[src/rtl/ones_pattern_gen.sv]
// ones_pattern_gen
//
// Purpose: produces every COUNT_OF_BITS-bit word that has a requested number
// of ones, one word per handshake, in ascending numeric order. Words are
// stepped with the Gosper "next value with the same popcount" successor.
//
// Ports:
//   clk        system clock, rising edge
//   rst        asynchronous active-low reset
//   req_valid  request offered
//   req_ready  block can accept a request (IDLE decode, combinational)
//   req_ones   requested popcount k
//   req_err    one-cycle pulse: accepted request had k > COUNT_OF_BITS
//   num        generated word
//   num_valid  num is valid
//   num_ready  consumer accepts num
//   num_last   num is the final word of the sequence
//   idx        (only with ONES_PATTERN_GEN_INDEX_EN) 0-based word position
//
// Build option: define ONES_PATTERN_GEN_INDEX_EN to add the idx output.

module ones_pattern_gen #(
  parameter int COUNT_OF_BITS = 4
) (
  input  logic                                   clk,
  input  logic                                   rst,
  input  logic                                   req_valid,
  output logic                                   req_ready,
  input  logic [$clog2(COUNT_OF_BITS+1)-1:0]     req_ones,
  output logic                                   req_err,
  output logic [COUNT_OF_BITS-1:0]               num,
  output logic                                   num_valid,
  input  logic                                   num_ready,
  output logic                                   num_last
`ifdef ONES_PATTERN_GEN_INDEX_EN
  ,output int                                    idx
`endif
);

  localparam int unsigned KW = $clog2(COUNT_OF_BITS + 1);
  localparam logic [KW-1:0] N_K = KW'(COUNT_OF_BITS);

  typedef enum logic {IDLE, RUN} state_e;

  state_e                   state_q;
  logic [COUNT_OF_BITS-1:0] num_q;
  logic                     valid_q;
  logic                     last_q;
  logic                     err_q;
  logic [KW-1:0]            k_q;

  logic [COUNT_OF_BITS-1:0] low_mask;
  logic [COUNT_OF_BITS-1:0] top_mask;
  logic                     first_last;
  logic [COUNT_OF_BITS-1:0] lsb;
  logic [COUNT_OF_BITS:0]   ripple;
  logic [COUNT_OF_BITS:0]   changed;
  logic [COUNT_OF_BITS:0]   succ_w;
  logic [COUNT_OF_BITS-1:0] num_d;
  logic                     last_d;
  int unsigned              tz;

  always_comb begin
    // First word: k low bits set. Last word: k top bits set.
    low_mask   = ~({COUNT_OF_BITS{1'b1}} << req_ones);
    top_mask   = ~({COUNT_OF_BITS{1'b1}} >> k_q);
    first_last = (req_ones == '0) || (req_ones == N_K);

    // Gosper successor, carried in N+1 bits so the carry out of the top
    // bit is never lost before the last-word comparison.
    lsb     = num_q & (-num_q);
    ripple  = {1'b0, num_q} + {1'b0, lsb};
    changed = {1'b0, num_q} ^ ripple;
    tz      = 0;
    for (int unsigned i = COUNT_OF_BITS; i > 0; i--) begin
      if (num_q[i-1]) tz = i - 1;
    end
    // Division by the lowest set bit is a shift by its position.
    succ_w = ripple | ((changed >> 2) >> tz);
    num_d  = succ_w[COUNT_OF_BITS-1:0];
    last_d = (succ_w == {1'b0, top_mask});
  end

`ifdef ONES_PATTERN_GEN_INDEX_EN
  int idx_q;
`endif

  always_ff @(posedge clk or negedge rst) begin
    if (!rst) begin
      state_q <= IDLE;
      num_q   <= '0;
      valid_q <= 1'b0;
      last_q  <= 1'b0;
      err_q   <= 1'b0;
      k_q     <= '0;
`ifdef ONES_PATTERN_GEN_INDEX_EN
      idx_q   <= 0;
`endif
    end else begin
      err_q <= 1'b0;
      case (state_q)
        IDLE: begin
          if (req_valid) begin
            if (req_ones > N_K) begin
              err_q <= 1'b1;
            end else begin
              num_q   <= low_mask;
              valid_q <= 1'b1;
              last_q  <= first_last;
              k_q     <= req_ones;
              state_q <= RUN;
`ifdef ONES_PATTERN_GEN_INDEX_EN
              idx_q   <= 0;
`endif
            end
          end
        end
        RUN: begin
          if (num_ready) begin
            if (last_q) begin
              valid_q <= 1'b0;
              last_q  <= 1'b0;
              state_q <= IDLE;
`ifdef ONES_PATTERN_GEN_INDEX_EN
              idx_q   <= 0;
`endif
            end else begin
              num_q  <= num_d;
              last_q <= last_d;
`ifdef ONES_PATTERN_GEN_INDEX_EN
              idx_q  <= idx_q + 1;
`endif
            end
          end
        end
        default: state_q <= IDLE;
      endcase
    end
  end

  assign req_ready = (state_q == IDLE);
  assign req_err   = err_q;
  assign num       = num_q;
  assign num_valid = valid_q;
  assign num_last  = last_q;
`ifdef ONES_PATTERN_GEN_INDEX_EN
  assign idx       = idx_q;
`endif

endmodule

[config.mk]
export PLATFORM = sky130hd
export DESIGN_NAME = ones_pattern_gen
export DESIGN_NICKNAME = d
export VERILOG_FILES = /design/src/rtl/ones_pattern_gen.sv
export SDC_FILE = /design/constraint.sdc
export NUM_CORES = 1
export LEC_CHECK = 0
export ABC_CLOCK_PERIOD_IN_PS = 3600
export BUFFER_PORTS_ARGS = -buffer_cell sky130_fd_sc_hd__buf_4
export CAP_MARGIN = 20
export CORE_MARGIN = 3
export CORE_UTILIZATION = 50
export CTS_CLUSTER_DIAMETER = 50
export DETAILED_ROUTE_END_ITERATION = 7
export HOLD_SLACK_MARGIN = 0.05
export PLACE_DENSITY = 0.74
export SYNTH_ARGS = -nofsm -noshare
export SYNTH_HDL_FRONTEND = slang
export SYNTH_SLANG_ARGS = --single-unit
[constraint.sdc]
create_clock -name clk -period 3.6 [get_ports clk]
set_input_delay 0.18 -clock clk [delete_from_list [all_inputs] [get_ports clk]]
set_output_delay 0.18 -clock clk [all_outputs]
set_load 0.02 [all_outputs]
Yosys cells after proc, flatten, opt, wreduce, memory -nomap -nowiden
Cells that the tools add are included.

Add/sub/neg operators: 2. $lt $le $gt $ge: 1. Eq/ne operators: 7. Shift-type cells: 3. Multiplexer cells: 27. Bitwise logic cells: 7. Reductions and logical operators: 6.

Operators with widths (number): 2-to-1 mux 32 bit (1); >> shifter 3 x 32 -> 5 bit (1); 2-to-1 mux 4 bit (4); 2-to-1 mux 1 bit (15); inequality test 2 bit, second input constant (4); inverter 4 bit (2); one-hot mux 4 bit (2 select lines) (1); AND reduction 4 bit (2); 2-to-1 mux 2 bit (3); one-hot mux 1 bit (2 select lines) (3); AND reduction 3 bit (2); adder 4 x 4 -> 5 bit (1); == test 5 x 4 -> 1 bit (1); OR 5 bit (1); XOR 4 x 5 -> 5 bit (1); bitwise AND 4 bit (1); negation 4 bit (1); << shifter 4 x 3 -> 4 bit, first input constant (1); >> shifter 4 x 3 -> 4 bit, first input constant (1); == test 3 bit, second input constant (1); > comparator 3 bit, second input constant (1); zero test 3 bit (1); inequality test 2 x 1 -> 1 bit, second input constant (1); inverter 1 bit (2); logical OR 1 bit (1).

Register bits: 11. Bits of input ports: 7. Output and inout bits: 8. Word-level logic and storage cells: 59.

Longest topological paths before layout
Depth in word-level cells: 10. Mapped depth: 6. Depth with buffers taken out: 4.

Least setup slack after synthesis
OpenSTA, ideal clock, no wires.

Kind: reg2reg. From: reg num_q[2], in the netlist num[2]. To: reg last_q, in the netlist num_last. Library setup time: 0.129 ns. Arrival: 1.274 ns. Required time: 3.471 ns. Setup slack: 2.197 ns. Cell stages (with the launch flop): 6. Buffers on the path: 1. Clock period less this slack: 1.403 ns. Path through: dfrtp_1 -> buf_2 -> xor2_1 -> a211o_1 -> a2bb2oi_2 -> o31ai_2.

Word-level cells in the longest chain between the ends: 10. Elaborated cells on any way between the ends: 13. Those cells by class: add/sub (2); eq/ne (1); shift (1); mux (6); bitwise (3).

RTL lines: start, declared (RTL line 46) `logic [COUNT_OF_BITS-1:0] num_q;`; start signal, assigned (RTL line 107) `num_q <= low_mask;`; start signal, assigned (RTL line 128) `num_q <= num_d;`; negation 4 bit (RTL line 71) `lsb = num_q & (-num_q);`; bitwise AND 4 bit (RTL line 71); adder 4 x 4 -> 5 bit (RTL line 72) `ripple = {1'b0, num_q} + {1'b0, lsb};`; XOR 4 x 5 -> 5 bit (RTL line 73) `changed = {1'b0, num_q} ^ ripple;`; >> shifter 3 x 32 -> 5 bit (RTL line 79) `succ_w = ripple | ((changed >> 2) >> tz);`; OR 5 bit * (RTL line 79); == test 5 x 4 -> 1 bit * (RTL line 81) `last_d = (succ_w == {1'b0, top_mask});`; 2-to-1 mux 1 bit * (RTL line 120) `if (last_q) begin`; 2-to-1 mux 1 bit * (RTL line 119) `if (num_ready) begin`; one-hot mux 1 bit (2 select lines) * (RTL line 101) `case (state_q)`; end signal, assigned (RTL line 109) `last_q <= first_last;`; end signal, assigned (RTL line 129) `last_q <= last_d;`; end, declared (RTL line 48) `logic last_q;`.

Every way passes the cells marked *; elsewhere a longest branch is shown, timed or not. The select of a mux whose other input is x is not followed. A chain may end at the register's enable or synchronous reset.

Worst setup path in the final report
From: reg state_q. To: reg num_q[1], in the netlist num[1].

Word-level cells in the longest chain between the ends: 3. Elaborated cells on any way between the ends: 7. Those cells by class: eq/ne (4); mux (1); bitwise (1); reduce/logical (1).

RTL lines: start, declared (RTL line 45) `state_e state_q;`; start signal, assigned (RTL line 90) `state_q <= IDLE;`; start signal, assigned (RTL line 111) `state_q <= RUN;`; start signal, assigned (RTL line 123) `state_q <= IDLE;`; inverter 1 bit (no line); inequality test 2 bit (no line); AND reduction 4 bit (no line).

Parallel ways exist; a longest one is shown, timed or not.

==> reports/results.txt <==
Most used DFF post-synth: dfrtp_1
Pleak: 0.397 nW
Initial core utilization: 0.557
Post-Syn Area: 752 um^2
Mean routed wirelength per cell: 15.6 um
M1 GR Usage: 0.259
Worst-Skew Late Latency: 0.27 ns
Worst hold slack: 0.188 ns
Synth top area cells: dfrtp_1, mux2_4, nand2_1, a2bb2oi_1, buf_6
Fin. max-slew vios: 0
Ant. Diodes: 0
Distinct cells, synth: 38
Fmax: 709 MHz
Overall Global Routing Usage: 0.183
Postcts setup bufs: 0
Kind of critical path: reg2reg
Antenna-violating nets left: 0
Proportion of layout cells with a drive suffix above 1: 0.322
DRT Pass-1 Iters: 4
Area grow syn2layout: 14.3%
Clk_skew: 0.00404 ns
CTS Buffer Depth: 2
Final count of negative-setup-slack endpoints: 0
Core area: 1350 um^2
Multiplexer area fraction after synthesis: 0.0815
GR Layer Usage met2: 0.252
Top cell type's share of synthesized area: 0.366
Die width: 44.8 um
Row count: 13
Vias in the first global route: 543
Ys Warns: 0
Compound-Gate Fraction of Synth Area: 0.208
Share of synthesized cell area in and, or, nand and nor gates: 0.241
Fin crit share: 0.392
Critical Path Fanout Max: 11
CTS tree: built
Yosys reg bits: 11
Global-route wire length before repair: 2.62 mm
Clock-pin transition on the worst setup and hold timing paths: 0.08 ns
Slew at the pin closest to its max-slew limit: 0.394 ns
Gr ovfl total: 0
Fin area: 860 um^2
Final TNS setup: 0 ns
Largest area contributor in the netlist: dfrtp_1
Inst Count DP: 97
Filler instances: 132
Seq/Total Area, Yosys: 0.366
I/O Buffers: 14
Vias per inst: 5.87
Count of nets after finishing: 95
Placer congestion estimate: 0.730
Hold Violations, Final: 0
Htree depth: 1
Number of synthesized flops with an enable pin: 0
Worst reg2reg path endpoint: num[1]$_DFFE_PN0P_
Fraction of registers with async set or reset after synthesis: 1.00
Synth Area per Inst: 10.0 um^2
Dpl ws: 2.22 ns
Most Crowded Layer GR: met1
Sequential Area: 275 um^2
Clock root buffer: clkbuf_4
Drt initial violations: 12
CP Capture Type: flop
Rel. slew slack: 0.737
Max-Cap Viols: 0
Routing usage on met3: 0.0558
Post-Synth Adder-Cell Area: 0
Largest net degree at the start of global routing: 14
Post-Syn Nets: 82
Via Count: 599
# DRC: 0
Fin worst setup slack: 2.19 ns
Largest family of logic cells by synthesized area: simple AND/OR/NAND/NOR gates
Worst-case reg-to-reg path depth: 4
Detailed placement HPWL: 1.12 mm
Fin cells: 102
Reg2reg setup slack: 2.19 ns
Initial antenna violation count: 0
Dpl cell area: 823 um^2
Max IR drop VDD: 0.494 mV
Die Y: 44.8 um
CP Capture Point: num[1]$_DFFE_PN0P_
Crit path launch type: flop
IO Count: 15
TritonCTS buffer count: 3
Total wire length: 1.59 mm
Clock sink total: 11
Mapped Cells: 75
RSZ-0062 raised after global routing: false
Die ar.: 2010 um^2
FF-to-FF Start: state_q$_DFF_PN0_
Critical Path AT: 1.56 ns
Minimum clock period: 1.41 ns
Post-Synth XOR/XNOR Area: 0.0233
Commonest non-fill, non-tap cell in the layout: buf_4
Most frequent cells in the layout: buf_4, dfrtp_1, nand2_1
Setup crit start: state_q$_DFF_PN0_
Status: finished, final reports clean
Area of the multi-input gates: 417 um^2
CP Data Required Time: 3.75 ns
PD cells: 958 nW/um^2
Hold WC Path Type: in2reg
## critical path: stages, from the launching register on
cell       delay [ns]
dfrtp_1          0.48
inv_1            0.14
nand3_2          0.22
o31ai_1          0.34
a2bb2oi_1        0.10
## flip-flops by register name (all words and copies together) (netlist names)
name       count
num            4
state_q        1
k_q            3
num_valid      1
num_last       1
req_err        1
## worst min path at each step
stage,slack [ns],to,startpoint,cells after the start
after detailed placement,0.03,k_q[2]$_DFFE_PN0P_,rst,1
after global placement,0.03,k_q[2]$_DFFE_PN0P_,rst,1
after global routing,0.19,k_q[1]$_DFFE_PN0P_,req_ones[1],2
after floorplan,-0.12,k_q[0]$_DFFE_PN0P_,rst,0
after CTS,0.18,k_q[1]$_DFFE_PN0P_,req_ones[1],2
final,0.19,k_q[1]$_DFFE_PN0P_,req_ones[1],2
## metal layers
layer | vias up | share of wire
li1 | 297 | -
met1 | 283 | 0.49
met2 | 17 | 0.44
met3 | 2 | 0.055
met4 | 0 | 0.0094
met5 | - | 0
## repair_timing
action	in CTS	in global routing
gates resized for setup	0	0
hold buffers	1	0
hold endpoints to repair	11	0
## cells by family after synthesis
kind of cell	after synthesis
buf+inv	9
compound gates	21
simple gates	27
mux	5
flops	11
xor+xnor	2
## synth_stat cells, types with 2 or more instances
library cell	n
dfrtp_1	11
nand2_1	8
o21ai_0	4
a2bb2oi_1	3
buf_2	3
nand3_1	3
a31oi_1	2
buf_4	2
buf_6	2
inv_1	2
mux2_4	2
mux2i_1	2
nand2b_1	2
nor2b_1	2
nor3b_1	2
o22ai_1	2
o31ai_1	2
## final cells by class
| cell class | count | share of cell area |
|---|---|---|
| clock buffer | 4 | 0.0306 |
| inverter | 2 | 0.00873 |
| multi-input combinational | 55 | 0.485 |
| sequential | 11 | 0.320 |
| tap | 15 | 0.0218 |
| timing repair buffer | 15 | 0.134 |
## report_power, final
group	internal (W)	total (W)	switching (W)
registers	0.000180	0.000305	0.000125
logic	0.000232	0.000430	0.000199
clock network	0.0000429	0.0000880	0.0000451
## metrics by stage
| stage | utilization | total power, W |
|---|---|---|
| after floorplan | - | 0.000643 |
| after global placement | 0.610 | 0.000729 |
| after detailed placement | 0.610 | 0.000735 |
| after CTS | 0.637 | 0.000827 |
| after global routing | 0.637 | 0.000886 |
| final | 0.637 | 0.000824 |
(Power assumes the default switching activity.)
